**config.mk**
```make
export PLATFORM = sky130hd
export DESIGN_NAME = control_sequencer
export DESIGN_NICKNAME = d
export VERILOG_FILES = /design/src/rtl/control_sequencer.sv
export SDC_FILE = /design/constraint.sdc
export NUM_CORES = 1
export LEC_CHECK = 0
export BUFFER_PORTS_ARGS = -buffer_cell sky130_fd_sc_hd__buf_4
export CELL_PAD_IN_SITES_DETAIL_PLACEMENT = 1
export CELL_PAD_IN_SITES_GLOBAL_PLACEMENT = 2
export CORE_MARGIN = 4
export CORE_UTILIZATION = 22
export DETAILED_ROUTE_END_ITERATION = 8
export PLACE_DENSITY = 0.83
export SLEW_MARGIN = 0
export SYNTH_ARGS = -nofsm -noshare
export SYNTH_HDL_FRONTEND = slang
export SYNTH_SLANG_ARGS = --single-unit
```
**constraint.sdc**
```tcl
create_clock -name i_clock -period 3.5 [get_ports i_clock]
set_clock_uncertainty 0.1 [all_clocks]
set_input_delay 0.175 -clock i_clock [delete_from_list [all_inputs] [get_ports i_clock]]
set_output_delay 0.175 -clock i_clock [all_outputs]
set_load 0.005 [all_outputs]
```
**src/rtl/control_sequencer.sv**
```systemverilog
// Hardwired fetch/decode/execute sequencer for register-format ALU instructions.
// Drives DataPath bus/load enables from a Moore FSM plus the IR register fields.
module control_sequencer #(
    parameter logic [4:0] OP_MUL        = 5'h0F,
    parameter logic [4:0] OP_DIV        = 5'h10,
    parameter logic [4:0] OP_MAX_SIMPLE = 5'h0E
) (
    input  logic        i_clock,
    input  logic        i_clear,
    input  logic        i_run,
    input  logic        i_mem_ready,
    input  logic [31:0] i_ir,
    output logic        o_pcout,
    output logic        o_zhighout,
    output logic        o_zlowout,
    output logic        o_mdrout,
    output logic        o_marin,
    output logic        o_pcin,
    output logic        o_mdrin,
    output logic        o_irin,
    output logic        o_yin,
    output logic        o_incpc,
    output logic        o_read,
    output logic        o_zlowin,
    output logic        o_zhighin,
    output logic        o_hiin,
    output logic        o_loin,
    output logic [4:0]  o_alu_op,
    output logic [15:0] o_rout,
    output logic [15:0] o_rin,
    output logic        o_done,
    output logic        o_illegal,
    output logic [15:0] o_instr_count
);

    typedef enum logic [3:0] {
        StIdle, StT0, StT1, StT2, StT3, StT4, StT5, StT6
    } state_e;

    state_e      r_state;
    state_e      w_next_state;
    state_e      w_after_instr;
    logic [15:0] r_instr_count;
    logic [15:0] w_count_next;

    logic [4:0]  w_opcode;
    logic [3:0]  w_ra;
    logic [3:0]  w_rb;
    logic [3:0]  w_rc;
    logic        w_hilo;
    logic        w_legal;
    logic        w_unused_ir;

    assign w_opcode    = i_ir[31:27];
    assign w_ra        = i_ir[26:23];
    assign w_rb        = i_ir[22:19];
    assign w_rc        = i_ir[18:15];
    assign w_unused_ir = ^i_ir[14:0];

    assign w_hilo        = (w_opcode == OP_MUL) || (w_opcode == OP_DIV);
    assign w_legal       = (w_opcode <= OP_MAX_SIMPLE) || w_hilo;
    // Run is only sampled when an instruction ends (or aborts as illegal).
    assign w_after_instr = i_run ? StT0 : StIdle;

    always_ff @(posedge i_clock or posedge i_clear) begin
        if (i_clear) begin
            r_state       <= StIdle;
            r_instr_count <= 16'h0000;
        end else begin
            r_state       <= w_next_state;
            r_instr_count <= w_count_next;
        end
    end

    assign w_count_next  = o_done ? r_instr_count + 16'h0001 : r_instr_count;
    assign o_instr_count = r_instr_count;

    always_comb begin
        w_next_state = r_state;
        o_pcout      = 1'b0;
        o_zhighout   = 1'b0;
        o_zlowout    = 1'b0;
        o_mdrout     = 1'b0;
        o_marin      = 1'b0;
        o_pcin       = 1'b0;
        o_mdrin      = 1'b0;
        o_irin       = 1'b0;
        o_yin        = 1'b0;
        o_incpc      = 1'b0;
        o_read       = 1'b0;
        o_zlowin     = 1'b0;
        o_zhighin    = 1'b0;
        o_hiin       = 1'b0;
        o_loin       = 1'b0;
        o_alu_op     = 5'h00;
        o_rout       = 16'h0000;
        o_rin        = 16'h0000;
        o_done       = 1'b0;
        o_illegal    = 1'b0;

        case (r_state)
            StIdle: begin
                if (i_run) w_next_state = StT0;
            end
            StT0: begin
                o_pcout      = 1'b1;
                o_marin      = 1'b1;
                o_incpc      = 1'b1;
                o_zlowin     = 1'b1;
                w_next_state = StT1;
            end
            StT1: begin
                // PC reload from Z repeats while waiting; harmless since Z is stable.
                o_zlowout = 1'b1;
                o_pcin    = 1'b1;
                o_read    = 1'b1;
                o_mdrin   = 1'b1;
                if (i_mem_ready) w_next_state = StT2;
            end
            StT2: begin
                o_mdrout     = 1'b1;
                o_irin       = 1'b1;
                w_next_state = StT3;
            end
            StT3: begin
                if (w_legal) begin
                    o_rout       = 16'h0001 << w_rc;
                    o_yin        = 1'b1;
                    w_next_state = StT4;
                end else begin
                    o_illegal    = 1'b1;
                    w_next_state = w_after_instr;
                end
            end
            StT4: begin
                o_rout       = 16'h0001 << w_rb;
                o_alu_op     = w_opcode;
                o_zlowin     = 1'b1;
                o_zhighin    = w_hilo;
                w_next_state = StT5;
            end
            StT5: begin
                o_zlowout = 1'b1;
                if (w_hilo) begin
                    o_loin       = 1'b1;
                    w_next_state = StT6;
                end else begin
                    o_rin        = 16'h0001 << w_ra;
                    o_done       = 1'b1;
                    w_next_state = w_after_instr;
                end
            end
            StT6: begin
                o_zhighout   = 1'b1;
                o_hiin       = 1'b1;
                o_done       = 1'b1;
                w_next_state = w_after_instr;
            end
            default: w_next_state = StIdle;
        endcase
    end

endmodule

```
==> results of run 1 <==
## cell usage after synthesis, types with 4 or more instances
cell       n
dfrtp_1   19
nor2_1    19
o22ai_1   16
nand2_1   15
nor3_1    13
xnor2_1   10
nand3_1    9
buf_4      8
nand4_1    8
and3_1     7
nand2b_1   7
nand3b_1   7
inv_1      6
xor2_1     5
or2_2      4
## critical path, cell delays in order (launching register included)
cell,delay (ps)
dfrtp_1,650
nand3b_1,180
a221oi_1,450
or3b_1,480
nor3_1,160
buf_4,130
## repair_timing
item | in CTS | in global routing
endpoints found under the setup margin | 0 | 0
hold buffers | 1 | 0
endpoints found under the hold margin | 19 | 0
## power breakdown
part,total (mW),switching [mW],internal (mW)
Clock,0.149,0.0682,0.0808
Sequential,0.369,0.104,0.264
Combinational,0.490,0.237,0.253
## metal layers
| metal | vias up | wire length, microns | global-route usage |
|---|---|---|---|
| met5 | - | 0 | 0 |
| met4 | 0 | 15 | 0.0162 |
| met3 | 2 | 408 | 0.0129 |
| met2 | 61 | 2450 | 0.219 |
| met1 | 784 | 2240 | 0.163 |
| li1 | 807 | - | - |
## flip-flops by register name (all words and copies together) (netlist names)
register       flops
o_instr_count     16
r_state            3
## final timing paths
path | startpoint | endpoint | slack, ps | cells past startpoint
max | r_state[2]$_DFFE_PP0P_ | o_rin[0] | 920 | 5
max reg2reg | r_state[2]$_DFFE_PP0P_ | o_instr_count[12]$_DFFE_PP0P_ | 1410 | 5
min reg2reg | o_instr_count[15]$_DFFE_PP0P_ | o_instr_count[15]$_DFFE_PP0P_ | 390 | 1
min in group asynchronous | i_clear | o_instr_count[3]$_DFFE_PP0P_ | 490 | 3
min | i_run | r_state[0]$_DFFE_PP0P_ | 50 | 2
max in group asynchronous | i_clear | r_state[1]$_DFFE_PP0P_ | 2350 | 3
## kinds of logic after synthesis
group | count (synthesis) | share of synthesized area
buf+inv | 21 | 0.0780
fa+ha+maj | 1 | 0.00857
flops | 19 | 0.326
compound gates | 27 | 0.133
simple gates | 100 | 0.365
xor+xnor | 15 | 0.0900
## layout make-up
cell class              count  area, sq um  share of cell area
clock buffers               4         45.0              0.0205
flip-flops and latches     19          475               0.217
inverters                   6         22.5              0.0103
repair buffers             91          686               0.312
multi-input cells         143          871               0.397
well taps                  77         96.3              0.0439
==> results.py, run 1 <==
metrics = {
    "synth": {
        "yosys_warnings": 0,
        "synth_area_leaders": "dfrtp_1, o22ai_1, xnor2_1",
        "synth_edf_count": 0,
        "ys_seq_area_frac": 0.326,
        "synthDistinctLibCells": 36,
        "yosys_most_used_dff": "dfrtp_1",
        "async_flop_share": 1.00,
        "synth_area_leader_cell": "dfrtp_1",
        "synth_top_area_share": 0.326,
        "synth_nets": 220,
        "syn_area_sq_mm": 0.00146,
        "ys_ff_latch": 19,
        "synth.avg_cell_area_sq_um": 7.98,
        "syn_inst": 183,
    },
    "sta": {
        "setup_slack_ps": 924,
        "fin_crit_sh": 0.736,
        "final_max_slew_viol_count": 0,
        "setup_viol": 0,
        "tightest_slew_ps": 718,
        "fin_crit_ps": 2580,
        "rsz0062_at_grt": "false",
        "timing.fmax_ghz": 0.388,
        "hold_viol": 0,
        "timing.setup.tns_ps": 0,
        "slew_headroom": 0.521,
        "fin_hold_ws_ps": 54.3,
    },
    "global_route": {
        "grt_pass1_vias": 1634,
        "grt-ovfl-total": 0,
        "grt_pass1_wl_mm": 7.97,
        "antenna_found_initial": 0,
        "grtUsageTotal": 0.123,
        "grt_max_degree": 20,
    },
    "power": {
        "power_mw": 1.01,
        "power.leakage_nw": 1.00,
        "peakVddDrop_mv": 0.220,
        "power.density_mw_per_mm2": 459,
    },
    "die": {
        "die-area_sq_mm": 0.00800,
        "row_count": 29,
        "ios": 106,
        "coreArea_sq_mm": 0.00639,
        "fp.dieH_microns": 89.5,
        "die-width_microns": 89.5,
        "start_util": 0.229,
    },
    "cts": {
        "cts-htree-levels": 1,
        "post-cts-setup-buffer-count": 0,
        "cts_tree": "yes",
        "clk_latency_ps": 250,
        "cts_buffers": 3,
        "cts_max_path_buffers": 2,
        "cts.sinks": 19,
        "cts_resized": 0,
        "cts.clk_slew.worst_paths_ps": 70,
        "cts_root_buf": "clkbuf_8",
    },
    "place": {
        "place_inst": 335,
        "hpwl_mm": 4.17,
        "port_buffers": 90,
        "dp_slack_ps": 1200,
        "gp_congestion": 0.746,
        "placed_cell_area_sq_mm": 0.00214,
    },
    "final_layout": {
        "nNetsFinal": 301,
        "design_area_sq_mm": 0.00220,
        "layout_common_cells": "buf_4, nor2_1, dfrtp_1",
        "layout_commonest_cell": "buf_4",
        "diodes": 0,
        "drive_above_1_share": 0.384,
        "fin_util": 0.344,
        "fin_cells": 340,
        "syn_to_final_growth_pct": 50.4,
        "fillers": 780,
    },
    "setup_path": {
        "endpoint_kind": "primary output",
        "cp.arrival_ps": 2300,
        "crit_path_max_fanout": 19,
        "critPathKind": "register to primary output",
        "critPathLaunchType": "register",
        "cp.required_ps": 3220,
    },
    "job": {
        "cap_violations": 0,
    },
    "routing": {
        "drc": 0,
        "drt_iter0_drc": 57,
        "vias_per_cell": 4.86,
        "ant_nets": 0,
        "vias": 1654,
        "drt-pass1-iter-count": 4,
        "wl_mm": 5.12,
        "wire_per_inst_microns": 15.1,
    },
    "status": {
        "status": "finished, final reports clean",
    },
    "min_path": {
        "hold_class": "input pin to register",
    },
}
No activity file was read; power rests on OpenSTA's default activity.
==> run 2: changes to the inputs <==
--- a/config.mk
+++ b/config.mk
@@ -5,13 +5,14 @@
 export SDC_FILE = /design/constraint.sdc
 export NUM_CORES = 1
 export LEC_CHECK = 0
+export ABC_AREA = 1
 export BUFFER_PORTS_ARGS = -buffer_cell sky130_fd_sc_hd__buf_4
 export CELL_PAD_IN_SITES_DETAIL_PLACEMENT = 1
 export CELL_PAD_IN_SITES_GLOBAL_PLACEMENT = 2
 export CORE_MARGIN = 4
-export CORE_UTILIZATION = 22
+export CORE_UTILIZATION = 21
 export DETAILED_ROUTE_END_ITERATION = 8
-export PLACE_DENSITY = 0.83
+export PLACE_DENSITY = 0.78
 export SLEW_MARGIN = 0
 export SYNTH_ARGS = -nofsm -noshare
 export SYNTH_HDL_FRONTEND = slang
==> constraint.sdc (replaced) <==
create_clock -name i_clock -period 2.5 [get_ports i_clock]
set_clock_uncertainty 0.1 [all_clocks]
set_input_delay 0.125 -clock i_clock [delete_from_list [all_inputs] [get_ports i_clock]]
set_output_delay 0.125 -clock i_clock [all_outputs]
set_load 0.005 [all_outputs]
==> run 2 against run 1 <==
Sequential share of layout area is 3.5 points lower. Highest routed layer unchanged. Largest power group unchanged. Worst hold slack better by 46 ps. Utilization is 3.2 points lower. Critical path depth stayed put. Combinational power is 31% higher. Clock-buffer cell count is 1 lower. Register-to-register slack worse by 570 ps.
==> results.py, run 2 <==
metrics = {
    "routing": {
        "wl_mm": 6.43,
        "top_layer": "met4",
        "drt_iter0_drc": 48,
        "wire_per_inst_microns": 13.0,
        "drt-met1-wl_mm": 3.01,
        "vias_per_cell": 4.49,
        "ant_nets": 0,
        "dr_wl_met3_microns": 364,
        "drc": 0,
        "vias": 2212,
        "drt-pass1-iter-count": 4,
        "wl_met2_mm": 3.04,
    },
    "die": {
        "die-area_sq_mm": 0.0104,
        "ios": 106,
        "die-width_microns": 102,
        "start_util": 0.220,
        "coreArea_sq_mm": 0.00838,
        "row_count": 33,
        "fp.dieH_microns": 102,
    },
    "sta": {
        "fin_crit_sh": 0.833,
        "timing.setup.tns_ps": 0,
        "fin_crit_ps": 2080,
        "hold_viol": 0,
        "rsz0062_at_grt": "false",
        "tightest_slew_ps": 769,
        "final_max_slew_viol_count": 0,
        "fin_hold_ws_ps": 99.9,
        "setup_viol": 0,
        "timing.fmax_ghz": 0.480,
        "setup_slack_ps": 419,
        "slew_headroom": 0.487,
    },
    "power": {
        "power.leakage_nw": 1.39,
        "power.density_mw_per_mm2": 497,
        "power_mw": 1.30,
        "peakVddDrop_mv": 0.312,
    },
    "setup_path": {
        "cp.required_ps": 2280,
        "endpoint_kind": "primary output",
        "r2r_setup_slack_ps": 840,
        "critPathKind": "register to primary output",
        "crit_path_max_fanout": 7,
        "critPathLaunchType": "register",
        "cp.arrival_ps": 1860,
    },
    "final_layout": {
        "diodes": 0,
        "largest_reg_flops": 16,
        "layout_common_cells": "buf_4, nand2_1, nand3_1",
        "syn_to_final_growth_pct": 41.8,
        "fin_util": 0.312,
        "drive_above_1_share": 0.276,
        "layout_commonest_cell": "buf_4",
        "fillers": 1096,
        "nNetsFinal": 426,
    },
    "synth": {
        "yosys_warnings": 0,
        "synth.avg_cell_area_sq_um": 6.05,
        "async_flop_share": 1.00,
        "synthDistinctLibCells": 25,
        "ys_seq_area_frac": 0.258,
        "ys_top_cells_by_count": "nand2_1, nand3_1, nor2_1",
        "synth.most_common_cell": "nand2_1",
        "ys_ff_latch": 19,
        "syn_inst": 305,
        "synth_top_area_share": 0.258,
        "synth_area_leaders": "dfrtp_1, nand2_1, nand3_1",
        "synth_nets": 342,
        "yosys_most_used_dff": "dfrtp_1",
        "syn_area_sq_mm": 0.00185,
        "synth_area_leader_cell": "dfrtp_1",
        "synth_edf_count": 0,
    },
    "place": {
        "gp_congestion": 0.738,
        "port_buffers": 90,
        "hpwl_mm": 5.28,
        "dp_slack_ps": 683,
    },
    "global_route": {
        "grtUsageTotal": 0.122,
        "grt_max_degree": 20,
        "grt_pass1_vias": 2234,
        "grt-ovfl-total": 0,
        "antenna_found_initial": 0,
        "grt_pass1_wl_mm": 10.5,
    },
    "cts": {
        "clk_latency_ps": 260,
        "cts_tree": "yes",
        "cts.clk_slew.worst_paths_ps": 80,
        "cts-htree-levels": 1,
        "cts_root_buf": "clkbuf_8",
        "cts_max_path_buffers": 2,
        "cts_buffers": 3,
        "cts.sinks": 19,
    },
    "job": {
        "cap_violations": 0,
    },
    "status": {
        "status": "finished, final reports clean",
    },
    "min_path": {
        "hold_class": "input pin to register",
    },
}
[run 2: cell count changes in the layout (fill, tap and decap cells not counted), moves of 4 or more]
cell | previous run | this run
or2_2 | 4 | 0
nand3_1 | 9 | 57
o21ai_0 | 1 | 19
nor3_1 | 13 | 9
inv_2 | 0 | 5
o22ai_1 | 16 | 0
nand2b_1 | 7 | 0
nand2_1 | 15 | 78
xnor2_1 | 10 | 2
nor2_1 | 19 | 44
nand3b_1 | 7 | 0
inv_1 | 6 | 36
and3_1 | 7 | 0
[run 2: layout make-up]
| class | instances | area [sq um] | share of cell area |
|---|---|---|---|
| multi-input cells | 233 | 1120 | 0.429 |
| repair buffers | 91 | 686 | 0.262 |
| flip-flops and latches | 19 | 475 | 0.182 |
| inverters | 41 | 154 | 0.0588 |
| well taps | 105 | 131 | 0.0502 |
| clock buffers | 3 | 41.3 | 0.0158 |
| clock inverters | 1 | 5.00 | 0.00191 |
[run 2: final timing paths]
check | startpoint | endpoint | cells after the start
max in group asynchronous | i_clear | o_instr_count[11]$_DFFE_PP0P_ | 3
max | r_state[0]$_DFFE_PP0P_ | o_rout[10] | 5
max reg2reg | o_instr_count[0]$_DFFE_PP0P_ | o_instr_count[8]$_DFFE_PP0P_ | 7
min | i_mem_ready | r_state[0]$_DFFE_PP0P_ | 3
min in group asynchronous | i_clear | o_instr_count[1]$_DFFE_PP0P_ | 3
min reg2reg | o_instr_count[15]$_DFFE_PP0P_ | o_instr_count[15]$_DFFE_PP0P_ | 2
[run 2: cell families after synthesis]
kind of cell | Yosys count | share of synthesized area
and+or+nand+nor | 203 | 0.508
buffers and inverters | 53 | 0.134
AOI/OAI and AO/OA | 22 | 0.0610
DFF | 19 | 0.258
xor gates and xnor gates | 7 | 0.0332
adders and majority gates | 1 | 0.00678
[run 2: repair_timing]
action                    CTS  global route
buffers inserted            0             0
gates resized for setup     0             0
hold buffers                1             0
hold endpoints to repair   19             0
[run 2: metal layers]
metal	up-vias	track usage
met3	2	0.0227
met1	1014	0.164
met4	0	0.0153
li1	1141	-
met2	55	0.209
met5	-	0
[run 2: metrics by stage]
step,instance area (sq um),cells
finish,2620,493
global route,2620,493
CTS,2620,493
detailed placement,2560,488
global placement,2560,488
floorplan,1850,305
[run 2: where the power goes]
part | internal, mW | leakage (nW) | switching [mW]
logic | 0.278 | 1.11 | 0.362
clock network | 0.111 | 0.0255 | 0.111
registers | 0.353 | 0.257 | 0.0833
total | 0.742 | 1.39 | 0.557
[run 2: worst max-delay path: stages, from the launching register on]
cell	delay, ps
dfrtp_1	540
nand2_1	180
nor2_1	270
nand2_1	210
o21ai_0	250
buf_4	150
==> run 3: changes to the inputs <==
--- a/config.mk
+++ b/config.mk
@@ -10,9 +10,9 @@
 export CELL_PAD_IN_SITES_DETAIL_PLACEMENT = 1
 export CELL_PAD_IN_SITES_GLOBAL_PLACEMENT = 2
 export CORE_MARGIN = 4
-export CORE_UTILIZATION = 21
+export CORE_UTILIZATION = 19
 export DETAILED_ROUTE_END_ITERATION = 8
-export PLACE_DENSITY = 0.78
+export PLACE_DENSITY = 0.74
 export SLEW_MARGIN = 0
 export SYNTH_ARGS = -nofsm -noshare
 export SYNTH_HDL_FRONTEND = slang
==> constraint.sdc (replaced) <==
create_clock -name i_clock -period 1.9 [get_ports i_clock]
set_clock_uncertainty 0.1 [all_clocks]
set_input_delay 0.095 -clock i_clock [delete_from_list [all_inputs] [get_ports i_clock]]
set_output_delay 0.095 -clock i_clock [all_outputs]
set_load 0.005 [all_outputs]
==> run 3 against run 2 <==
Global-route usage decreased by 0.71 points. Largest cell class unchanged. Sequential share of layout area decreased by 0.80 points. Wire length increased by 2.3%. Combinational power increased by 55%. Die area rose by 9.7%. Critical path type unchanged. Final area grew 5.4%. Register-to-register slack got worse by 540 ps. Flip-flop and latch count unchanged. First-iteration DRC count unchanged. Utilization shrank 1.6 points. Worst setup slack got worse by 320 ps.
==> results.py, run 3 (synthesized netlist as in run 2, its figures left out) <==
metrics = {
    "die": {
        "die-width_microns": 107,
        "die-area_sq_mm": 0.0114,
        "ios": 106,
        "coreArea_sq_mm": 0.00933,
        "start_util": 0.198,
        "fp.dieH_microns": 107,
        "row_count": 35,
    },
    "global_route": {
        "grt_pass1_wl_mm": 10.9,
        "grt_pass1_vias": 2303,
        "grtUsageTotal": 0.115,
        "grt_max_degree": 20,
        "grt-ovfl-total": 0,
        "antenna_found_initial": 0,
    },
    "setup_path": {
        "cp.buffers_inverters": 2,
        "r2r_setup_slack_ps": 300,
        "slowest_delay_ps": 440,
        "critPathKind": "register to primary output",
        "reg2regPathDepth": 7,
        "cp_top_family": "flip-flops",
        "endpoint_kind": "primary output",
        "crit_path_max_fanout": 7,
        "critPathLaunchType": "register",
        "crit_chain": "inv_2 -> nand2_1 -> nor2_4 -> nand2_2 -> o21ai_0 -> buf_4",
        "r2r-start": "o_instr_count[0]$_DFFE_PP0P_",
        "cp.arrival_ps": 1610,
        "r2r-end": "o_instr_count[8]$_DFFE_PP0P_",
        "slowest_stage": "dfrtp_2",
        "cp.required_ps": 1700,
    },
    "place": {
        "place_inst": 516,
        "hpwl_mm": 5.37,
        "gp_congestion": 0.799,
        "port_buffers": 90,
    },
    "sta": {
        "fin_crit_sh": 0.949,
        "timing.fmax_ghz": 0.554,
        "tightest_slew_ps": 302,
        "final_max_slew_viol_count": 0,
        "fin_hold_ws_ps": 72.4,
        "rsz0062_at_grt": "true",
        "hold_viol": 0,
        "timing.setup.tns_ps": 0,
        "slew_headroom": 0.797,
        "fin_crit_ps": 1800,
        "setup_viol": 0,
    },
    "cts": {
        "cts_root_buf": "clkbuf_8",
        "cts_buffers": 3,
        "cts.clk_slew.worst_paths_ps": 70,
        "cts-htree-levels": 1,
        "cts_tree": "yes",
        "cts_max_path_buffers": 2,
        "cts.sinks": 19,
        "clk_latency_ps": 260,
    },
    "routing": {
        "drt_iter0_drc": 48,
        "vias_per_cell": 4.29,
        "ant_nets": 0,
        "drc": 0,
        "vias": 2261,
        "drt-pass1-iter-count": 4,
        "wl_mm": 6.58,
        "wire_per_inst_microns": 12.5,
    },
    "final_layout": {
        "fin_util": 0.296,
        "layout_commonest_cell": "buf_4",
        "nNetsFinal": 436,
        "layout_common_cells": "buf_4, nand2_1, nand3_1",
        "drive_above_1_share": 0.314,
        "syn_to_final_growth_pct": 49.4,
        "largest_reg_flops": 16,
        "fin_cells": 527,
        "diodes": 0,
    },
    "job": {
        "cap_violations": 0,
    },
    "min_path": {
        "min_delay_path_depth": 3,
        "hold_path_end": "r_state[0]$_DFFE_PP0P_",
        "min-delay-start": "i_mem_ready",
        "hold_class": "input pin to register",
    },
    "power": {
        "peakVddDrop_mv": 0.396,
        "power.leakage_nw": 1.43,
        "power.density_mw_per_mm2": 670,
    },
    "status": {
        "status": "finished, final reports clean",
    },
}
run 3: worst reg2reg max path, cell delays in order, from the launching register on:
cell and delay [ps]:
dfrtp_1 420, ha_1 270, nand2_1 100, nor2_1 250, nand2_1 120, xnor2_1 130
nand2_1 60, nand2_1 40
run 3: through the flow:
step | power, mW | setup slack (ps) | cell area (sq um)
2_1_floorplan | 1.12 | 476 | 1850
3_3_place_gp | 1.44 | 156 | 2620
3_5_place_dp | 1.46 | 139 | 2620
4_1_cts | 1.80 | 10.1 | 2700
5_1_grt | 2.01 | -33.1 | 2760
6_report | 1.85 | 96.3 | 2760
run 3: final cells by class:
type | count | area, sq um
inverters | 41 | 159
flip-flops and latches | 19 | 479
repair buffers | 101 | 761
multi-input cells | 233 | 1150
well taps | 129 | 161
clock buffers | 4 | 45.0
fillers | 1229 | 6570
run 3: worst max path at each step:
stage,startpoint,to,slack [ps],cells past startpoint
finish,r_state[1]$_DFFE_PP0P_,o_rout[5],100,6
global route,r_state[0]$_DFFE_PP0P_,o_rin[9],-30,8
CTS,r_state[1]$_DFFE_PP0P_,o_rout[5],10,6
detailed placement,r_state[0]$_DFFE_PP0P_,o_rout[15],140,5
global placement,r_state[0]$_DFFE_PP0P_,o_rout[3],160,5
floorplan,r_state[0]$_DFFE_PP0P_,o_zhighout,480,5
run 3: layer usage:
layer | wire length (microns) | vias up | share of wire | track usage
met3 | 347 | 2 | 0.053 | 0.0255
met5 | 0 | - | 0 | 0
met4 | 30 | 0 | 0.0046 | 0.0164
li1 | - | 1162 | - | -
met1 | 3000 | 1045 | 0.46 | 0.151
met2 | 3200 | 52 | 0.49 | 0.197
run 3: power by group:
part / internal [mW] / switching (mW)
combinational: 0.458 / 0.536
sequential: 0.472 / 0.0948
clock: 0.149 / 0.137
run 3: what timing repair did:
action | CTS | global route
pin swaps | 0 | 1
hold endpoints to repair | 19 | 0
hold buffers | 1 | 0
buffers inserted | 2 | 4
resized for setup | 5 | 14
endpoints found under the setup margin | 34 | 33
